--- src/rtl/load_store_unit.sv ---
// Single-outstanding load/store initiator for a word-addressed data memory; sub-word stores are read-modify-write.
// Optional build macro LSU_MISALIGN_TRAP_EN: misaligned LH/LHU/SH/LW/SW respond with respMisaligned and no memory access.
module load_store_unit (
  input  logic        clk,
  input  logic        rstn,
  input  logic        reqValid,
  output logic        reqReady,
  input  logic        reqStore,
  input  logic [2:0]  reqFunct3,
  input  logic [31:0] reqAddr,
  input  logic [31:0] reqWData,
  input  logic [31:0] reqPC,
  output logic        respValid,
  output logic [31:0] respRData,
  output logic        respMisaligned,
  output logic [31:0] memAddr,
  output logic        memReadEnable,
  input  logic [31:0] memReadData,
  output logic        memWriteEnable,
  output logic [31:0] memWriteData,
  output logic [31:0] memPC
);

  typedef enum logic [2:0] {IDLE, RD, SETUP, WR, RESP} lsuState_t;

  lsuState_t   stateQ, stateD;
  logic [2:0]  funct3Q;
  logic        storeQ;
  logic [31:0] wdataQ;
  logic        accept;
  logic        reqReserved;
  logic        reqMis;
  logic [7:0]  byteSel;
  logic [15:0] halfSel;
  logic [31:0] loadData;
  logic [31:0] mergeData;

  assign accept = (stateQ == IDLE) && reqValid;

  always_comb begin
    reqReserved = 1'b0;
    reqMis      = 1'b0;
    if (reqStore) reqReserved = (reqFunct3 > 3'b010);
    else          reqReserved = (reqFunct3 == 3'b011) || (reqFunct3[2:1] == 2'b11);
`ifdef LSU_MISALIGN_TRAP_EN
    reqMis = !reqReserved &&
             (((reqFunct3[1:0] == 2'b01) && reqAddr[0]) ||
              ((reqFunct3[1:0] == 2'b10) && (reqAddr[1:0] != 2'b00)));
`endif
  end

  always_ff @(posedge clk or negedge rstn) begin
    if (!rstn) stateQ <= IDLE;
    else       stateQ <= stateD;
  end

  always_comb begin
    stateD        = stateQ;
    reqReady      = 1'b0;
    respValid     = 1'b0;
    memReadEnable = 1'b0;
    case (stateQ)
      IDLE: begin
        reqReady = 1'b1;
        if (reqValid) begin
          if (reqReserved || reqMis)                   stateD = RESP;
          else if (reqStore && (reqFunct3 == 3'b010))  stateD = SETUP;
          else                                         stateD = RD;
        end
      end
      RD: begin
        memReadEnable = 1'b1;
        stateD        = storeQ ? SETUP : RESP;
      end
      SETUP:   stateD = WR;
      WR:      stateD = RESP;
      RESP: begin
        respValid = 1'b1;
        stateD    = IDLE;
      end
      default: stateD = IDLE;
    endcase
  end

  // Lane selection uses only the low address bits; a misaligned word access reads the containing word.
  always_comb begin
    byteSel = memReadData[7:0];
    case (memAddr[1:0])
      2'd1:    byteSel = memReadData[15:8];
      2'd2:    byteSel = memReadData[23:16];
      2'd3:    byteSel = memReadData[31:24];
      default: byteSel = memReadData[7:0];
    endcase
    halfSel = memAddr[1] ? memReadData[31:16] : memReadData[15:0];
    case (funct3Q)
      3'b000:  loadData = {{24{byteSel[7]}}, byteSel};
      3'b001:  loadData = {{16{halfSel[15]}}, halfSel};
      3'b100:  loadData = {24'd0, byteSel};
      3'b101:  loadData = {16'd0, halfSel};
      default: loadData = memReadData;
    endcase
  end

  always_comb begin
    mergeData = memReadData;
    if (funct3Q[1:0] == 2'b00) begin
      case (memAddr[1:0])
        2'd1:    mergeData[15:8]  = wdataQ[7:0];
        2'd2:    mergeData[23:16] = wdataQ[7:0];
        2'd3:    mergeData[31:24] = wdataQ[7:0];
        default: mergeData[7:0]   = wdataQ[7:0];
      endcase
    end else if (memAddr[1]) begin
      mergeData[31:16] = wdataQ[15:0];
    end else begin
      mergeData[15:0] = wdataQ[15:0];
    end
  end

  // Write-enable is a flop so the memory sees a glitch-free edge; reset clears it asynchronously.
  always_ff @(posedge clk or negedge rstn) begin
    if (!rstn) begin
      memWriteEnable <= 1'b0;
      memAddr        <= '0;
      memWriteData   <= '0;
      memPC          <= '0;
      respRData      <= '0;
      funct3Q        <= '0;
      storeQ         <= 1'b0;
      wdataQ         <= '0;
    end else begin
      memWriteEnable <= (stateD == WR);
      if (accept) begin
        memAddr   <= reqAddr;
        memPC     <= reqPC;
        funct3Q   <= reqFunct3;
        storeQ    <= reqStore;
        wdataQ    <= reqWData;
        respRData <= '0;
        if (stateD == SETUP) memWriteData <= reqWData;
      end
      if (stateQ == RD) begin
        if (storeQ) memWriteData <= mergeData;
        else        respRData    <= loadData;
      end
    end
  end

`ifdef LSU_MISALIGN_TRAP_EN
  logic misQ;

  always_ff @(posedge clk or negedge rstn) begin
    if (!rstn)       misQ <= 1'b0;
    else if (accept) misQ <= reqMis;
  end

  assign respMisaligned = respValid && misQ;
`else
  assign respMisaligned = 1'b0;
`endif

endmodule

--- config.mk ---
export PLATFORM = sky130hd
export DESIGN_NAME = load_store_unit
export DESIGN_NICKNAME = d
export VERILOG_FILES = /design/src/rtl/load_store_unit.sv
export SDC_FILE = /design/constraint.sdc
export NUM_CORES = 1
export LEC_CHECK = 0
export CAP_MARGIN = 30
export CORE_MARGIN = 2
export CORE_UTILIZATION = 30
export DETAILED_ROUTE_END_ITERATION = 6
export PLACE_DENSITY = 0.56
export SETUP_SLACK_MARGIN = 0.02
export SLEW_MARGIN = 0
export SYNTH_ARGS = -nofsm -noshare
export SYNTH_HDL_FRONTEND = slang
export SYNTH_SLANG_ARGS = --single-unit
--- constraint.sdc ---
create_clock -name clk -period 2.2 [get_ports clk]
set_clock_uncertainty 0.15 [all_clocks]
set_input_delay 0.44 -clock clk [delete_from_list [all_inputs] [get_ports clk]]
set_output_delay 0.44 -clock clk [all_outputs]
set_load 0.005 [all_outputs]
==> metrics.txt, run 1 <==
# TYPE chip_impl_metric gauge
chip_impl_info{name="tritoncts",value="done"} 1
chip_impl_metric{name="final_antenna_violating_net_count",unit=""} 0
chip_impl_metric{name="worst-r2r-setup-slack",unit="ns"} 0.21
chip_impl_metric{name="design_power_total",unit="µW"} 14630
chip_impl_metric{name="viasPerCell",unit=""} 4.882
chip_impl_metric{name="worst-path-max-fanout",unit=""} 5
chip_impl_metric{name="post-route-util",unit="%"} 48.07
chip_impl_info{name="crit-reg2reg-capture",value="memWriteData[24]"} 1
chip_impl_metric{name="ctsHtreeMaxLevel",unit=""} 4
chip_impl_metric{name="synth_edf_count",unit=""} 0
chip_impl_metric{name="antenna_violations_before_repair",unit=""} 1
chip_impl_info{name="criticalPathCategory",value="register to primary output"} 1
chip_impl_metric{name="syn_area_per_cell",unit="µm²"} 8.962
chip_impl_metric{name="drt_first_iter_violations",unit=""} 537
chip_impl_metric{name="largest_net_degree_at_the_start_of_global_routing",unit=""} 46
chip_impl_info{name="cts_root_buffer",value="sky130_fd_sc_hd__clkbuf_16"} 1
chip_impl_metric{name="tritoncts.num_buffers",unit=""} 17
chip_impl_metric{name="post_route_setup_tns",unit="ns"} 0
chip_impl_info{name="timing.hold.worst_endpoint",value="memAddr[23]"} 1
chip_impl_metric{name="drc_errors",unit=""} 0
chip_impl_metric{name="grt_pass1_wl",unit="µm"} 38640
chip_impl_metric{name="fill_cells",unit=""} 2140
chip_impl_info{name="r2r-start",value="stateQ[1]"} 1
chip_impl_metric{name="worst_skew_pair_later_pin_latency",unit="ns"} 0.43
chip_impl_metric{name="fp.coreArea",unit="µm²"} 22710
chip_impl_metric{name="routabilityCongestion",unit=""} 0.8910
chip_impl_metric{name="synth.yosys.seq_area_share",unit="%"} 54.48
chip_impl_metric{name="dp_worst_setup_slack",unit="ns"} -0.06314
chip_impl_metric{name="netlist_area",unit="µm²"} 6982
chip_impl_metric{name="yosysUniqueCellTypes",unit=""} 42
chip_impl_metric{name="clock_tree.buffer_depth",unit=""} 2
chip_impl_metric{name="proportion_of_layout_cells_with_a_drive_suffix_above_1",unit="%"} 9.991
chip_impl_metric{name="postSynthCellCount",unit=""} 779
chip_impl_metric{name="final_hold_viol_count",unit=""} 0
chip_impl_info{name="timing.critical_path.to_type",value="primary output"} 1
chip_impl_metric{name="placement.io_buffers",unit=""} 266
chip_impl_metric{name="async_flop_share",unit="%"} 100.0
chip_impl_metric{name="placementRows",unit=""} 55
chip_impl_info{name="yosys_most_used_dff",value="sky130_fd_sc_hd__dfrtp_1"} 1
chip_impl_metric{name="p_per_area",unit="nW/µm²"} 1340
chip_impl_metric{name="track_usage",unit="%"} 20.82
chip_impl_metric{name="reg2reg_path_depth",unit=""} 5
chip_impl_metric{name="fin_crit",unit="ns"} 2.082
chip_impl_metric{name="setup_ws",unit="ns"} 0.1183
chip_impl_metric{name="slew_headroom",unit="%"} 63.52
chip_impl_metric{name="path_clk_slew",unit="ns"} 0.06
chip_impl_metric{name="initial_utilization",unit="%"} 30.74
chip_impl_metric{name="ys.warnings.count",unit=""} 0
chip_impl_metric{name="grt_pass1_vias",unit=""} 6516
chip_impl_metric{name="worst-slew-pin-transition",unit="ns"} 0.5461
chip_impl_metric{name="drt-pass1-iter-count",unit=""} 5
chip_impl_metric{name="max_freq",unit="MHz"} 480.4
chip_impl_metric{name="finalSetupViolations",unit=""} 0
chip_impl_info{name="most_common_library_cell_in_the_layout_ignoring_fill_and_taps",value="sky130_fd_sc_hd__nand2_1"} 1
chip_impl_metric{name="timing.critical_path.arrival",unit="ns"} 1.49
chip_impl_metric{name="synth-seq-cells",unit=""} 152
chip_impl_metric{name="multi_input_area",unit="µm²"} 2935
chip_impl_metric{name="report.final.slew_viol_count",unit=""} 0
chip_impl_metric{name="p_leak",unit="µW"} 0.004966
chip_impl_metric{name="nNetsFinal",unit=""} 1193
chip_impl_info{name="cp-start-kind",value="register"} 1
chip_impl_metric{name="timing.final.crit_share",unit="%"} 94.62
chip_impl_metric{name="die_y",unit="µm"} 156.6
chip_impl_metric{name="required",unit="ns"} 1.61
chip_impl_metric{name="total_via_count_in_the_routed_design",unit=""} 6620
chip_impl_metric{name="worstHoldPathCells",unit=""} 2
chip_impl_metric{name="floorplan.io_pins",unit=""} 268
chip_impl_metric{name="grt.overflow.total",unit=""} 0
chip_impl_info{name="hp-class",value="register to register"} 1
chip_impl_metric{name="placement.cell_area",unit="µm²"} 10250
chip_impl_metric{name="dp.final_hpwl",unit="µm"} 18630
chip_impl_metric{name="seq_area",unit="µm²"} 3807
chip_impl_metric{name="postRouteWirelength",unit="µm"} 25240
chip_impl_info{name="status",value="finished, final reports clean"} 1
chip_impl_metric{name="fp.dieW",unit="µm"} 156.6
chip_impl_metric{name="peakVddDrop",unit="µV"} 496.6
chip_impl_metric{name="final_design_area_no_fill",unit="µm²"} 10920
chip_impl_info{name="hold_path_startpoint",value="memAddr[23]"} 1
chip_impl_metric{name="antenna_cells_inserted",unit=""} 0
chip_impl_metric{name="clock_sink_count",unit=""} 152
chip_impl_metric{name="fp.dieArea",unit="µm²"} 24510
chip_impl_info{name="final_cell_mix",value="sky130_fd_sc_hd__nand2_1, sky130_fd_sc_hd__clkdlybuf4s50_1, sky130_fd_sc_hd__dfrtp_1"} 1
chip_impl_metric{name="maxCapViolCount",unit=""} 0
chip_impl_metric{name="routed_wire_length_per_instance",unit="µm"} 18.61
chip_impl_info{name="rsz0062_at_grt",value="false"} 1
chip_impl_metric{name="flow.area_growth_from_synthesis",unit="%"} 56.34
chip_impl_metric{name="mappedNetlistNets",unit=""} 914
## kinds of logic (layout without fill, tap and decap cells)
group / after synthesis / in the layout / synth area share, %
AO/OA/AOI/OAI: 141 / 141 / 13.19
AND/OR/NAND/NOR: 392 / 392 / 23.28
multiplexers: 33 / 33 / 5.036
other: 1 / 1 / 0.05371
buffers and inverters: 60 / 352 / 3.960
flip-flops: 152 / 152 / 54.48
## where the power goes
part           switching [µW]  total, µW  internal (µW)
Combinational            3070       6660           3580
Sequential                819       4880           4060
Clock                    1230       3100           1860
Total                    5130      14600           9500
## sequential cells by signal (all words and copies together), names as in the netlist
register        cells
respRData          32
storeQ              1
memAddr            32
memWriteData       32
memPC              32
wdataQ             16
funct3Q             3
stateQ              3
memWriteEnable      1
## synthesized netlist by cell type, drive strengths merged (2+ instances only)
cell type	count	area, µm²
dfrtp	152	3804
and2	2	12.51
a22o	8	70.07
o211ai	17	127.6
a21oi	44	224.0
nor3b	3	32.53
inv	3	11.26
mux2	7	78.83
o22ai	2	12.51
clkbuf	31	117.6
a221oi	23	201.4
nand3	20	100.1
nand2b	11	68.82
or2	2	12.51
mux2i	25	250.2
buf	26	147.6
o21ai	24	127.6
nor2	7	28.78
nor2b	15	93.84
nand2	326	1224
a31oi	18	112.6
## timing repair
item                       in CTS  in global routing
setup endpoints to repair       4                  5
resized for setup               7                  2
hold buffers                    1                  0
setup buffers                   2                  0
hold endpoints to repair       42                  0
pin swaps                       1                  0
## critical path: stages, from the launching register on
cell	delay, ns
sky130_fd_sc_hd__dfrtp_1	0.43
sky130_fd_sc_hd__buf_4	0.18
sky130_fd_sc_hd__nor3b_1	0.18
sky130_fd_sc_hd__dlygate4sd2_1	0.29
## layout make-up
cell class                      count  area share [%]
Inverter                            3          0.1032
Tap cell                          285           3.267
Multi-Input combinational cell    567           26.89
Sequential cell                   152           34.88
Timing Repair Buffer              317           29.16
Clock inverter                     12           1.513
Clock buffer                       20           4.184
## worst max path at each step
stage | startpoint | to | slack, ns | depth (start not counted)
after floorplan | memAddr[0] | memWriteData[16] | 0.42 | 6
after global placement | memReadData[15] | respRData[9] | 0.006 | 5
after detailed placement | memReadData[31] | respRData[13] | -0.06 | 5
after CTS | memAddr[1] | memAddr[1] | 0.03 | 1
after global routing | stateQ[0] | respValid | 0.03 | 3
final | stateQ[0] | respValid | 0.12 | 3
## per-layer routing
| layer | track usage, % | share of wire (%) |
|---|---|---|
| met2 | 31.59 | 46 |
| met3 | 3.351 | 4.8 |
| met4 | 6.903 | 2.2 |
| met5 | 0 | 0 |
| met1 | 30.26 | 47 |
## stage by stage
stage	hold slack, ns	instances
floorplan	-0.005591	779
global placement	0.2630	1321
detailed placement	0.2660	1321
CTS	0.3271	1356
global route	0.3362	1356
finish	0.3214	1356
Power figures use the tool's default switching activity.
==> inputs of run 2 (changes only) <==
CTS_CLUSTER_SIZE = 25   (was not set)
==> results of run 2 <==
Same layout as run 1: the final DEF is identical, and so are final timing and power.
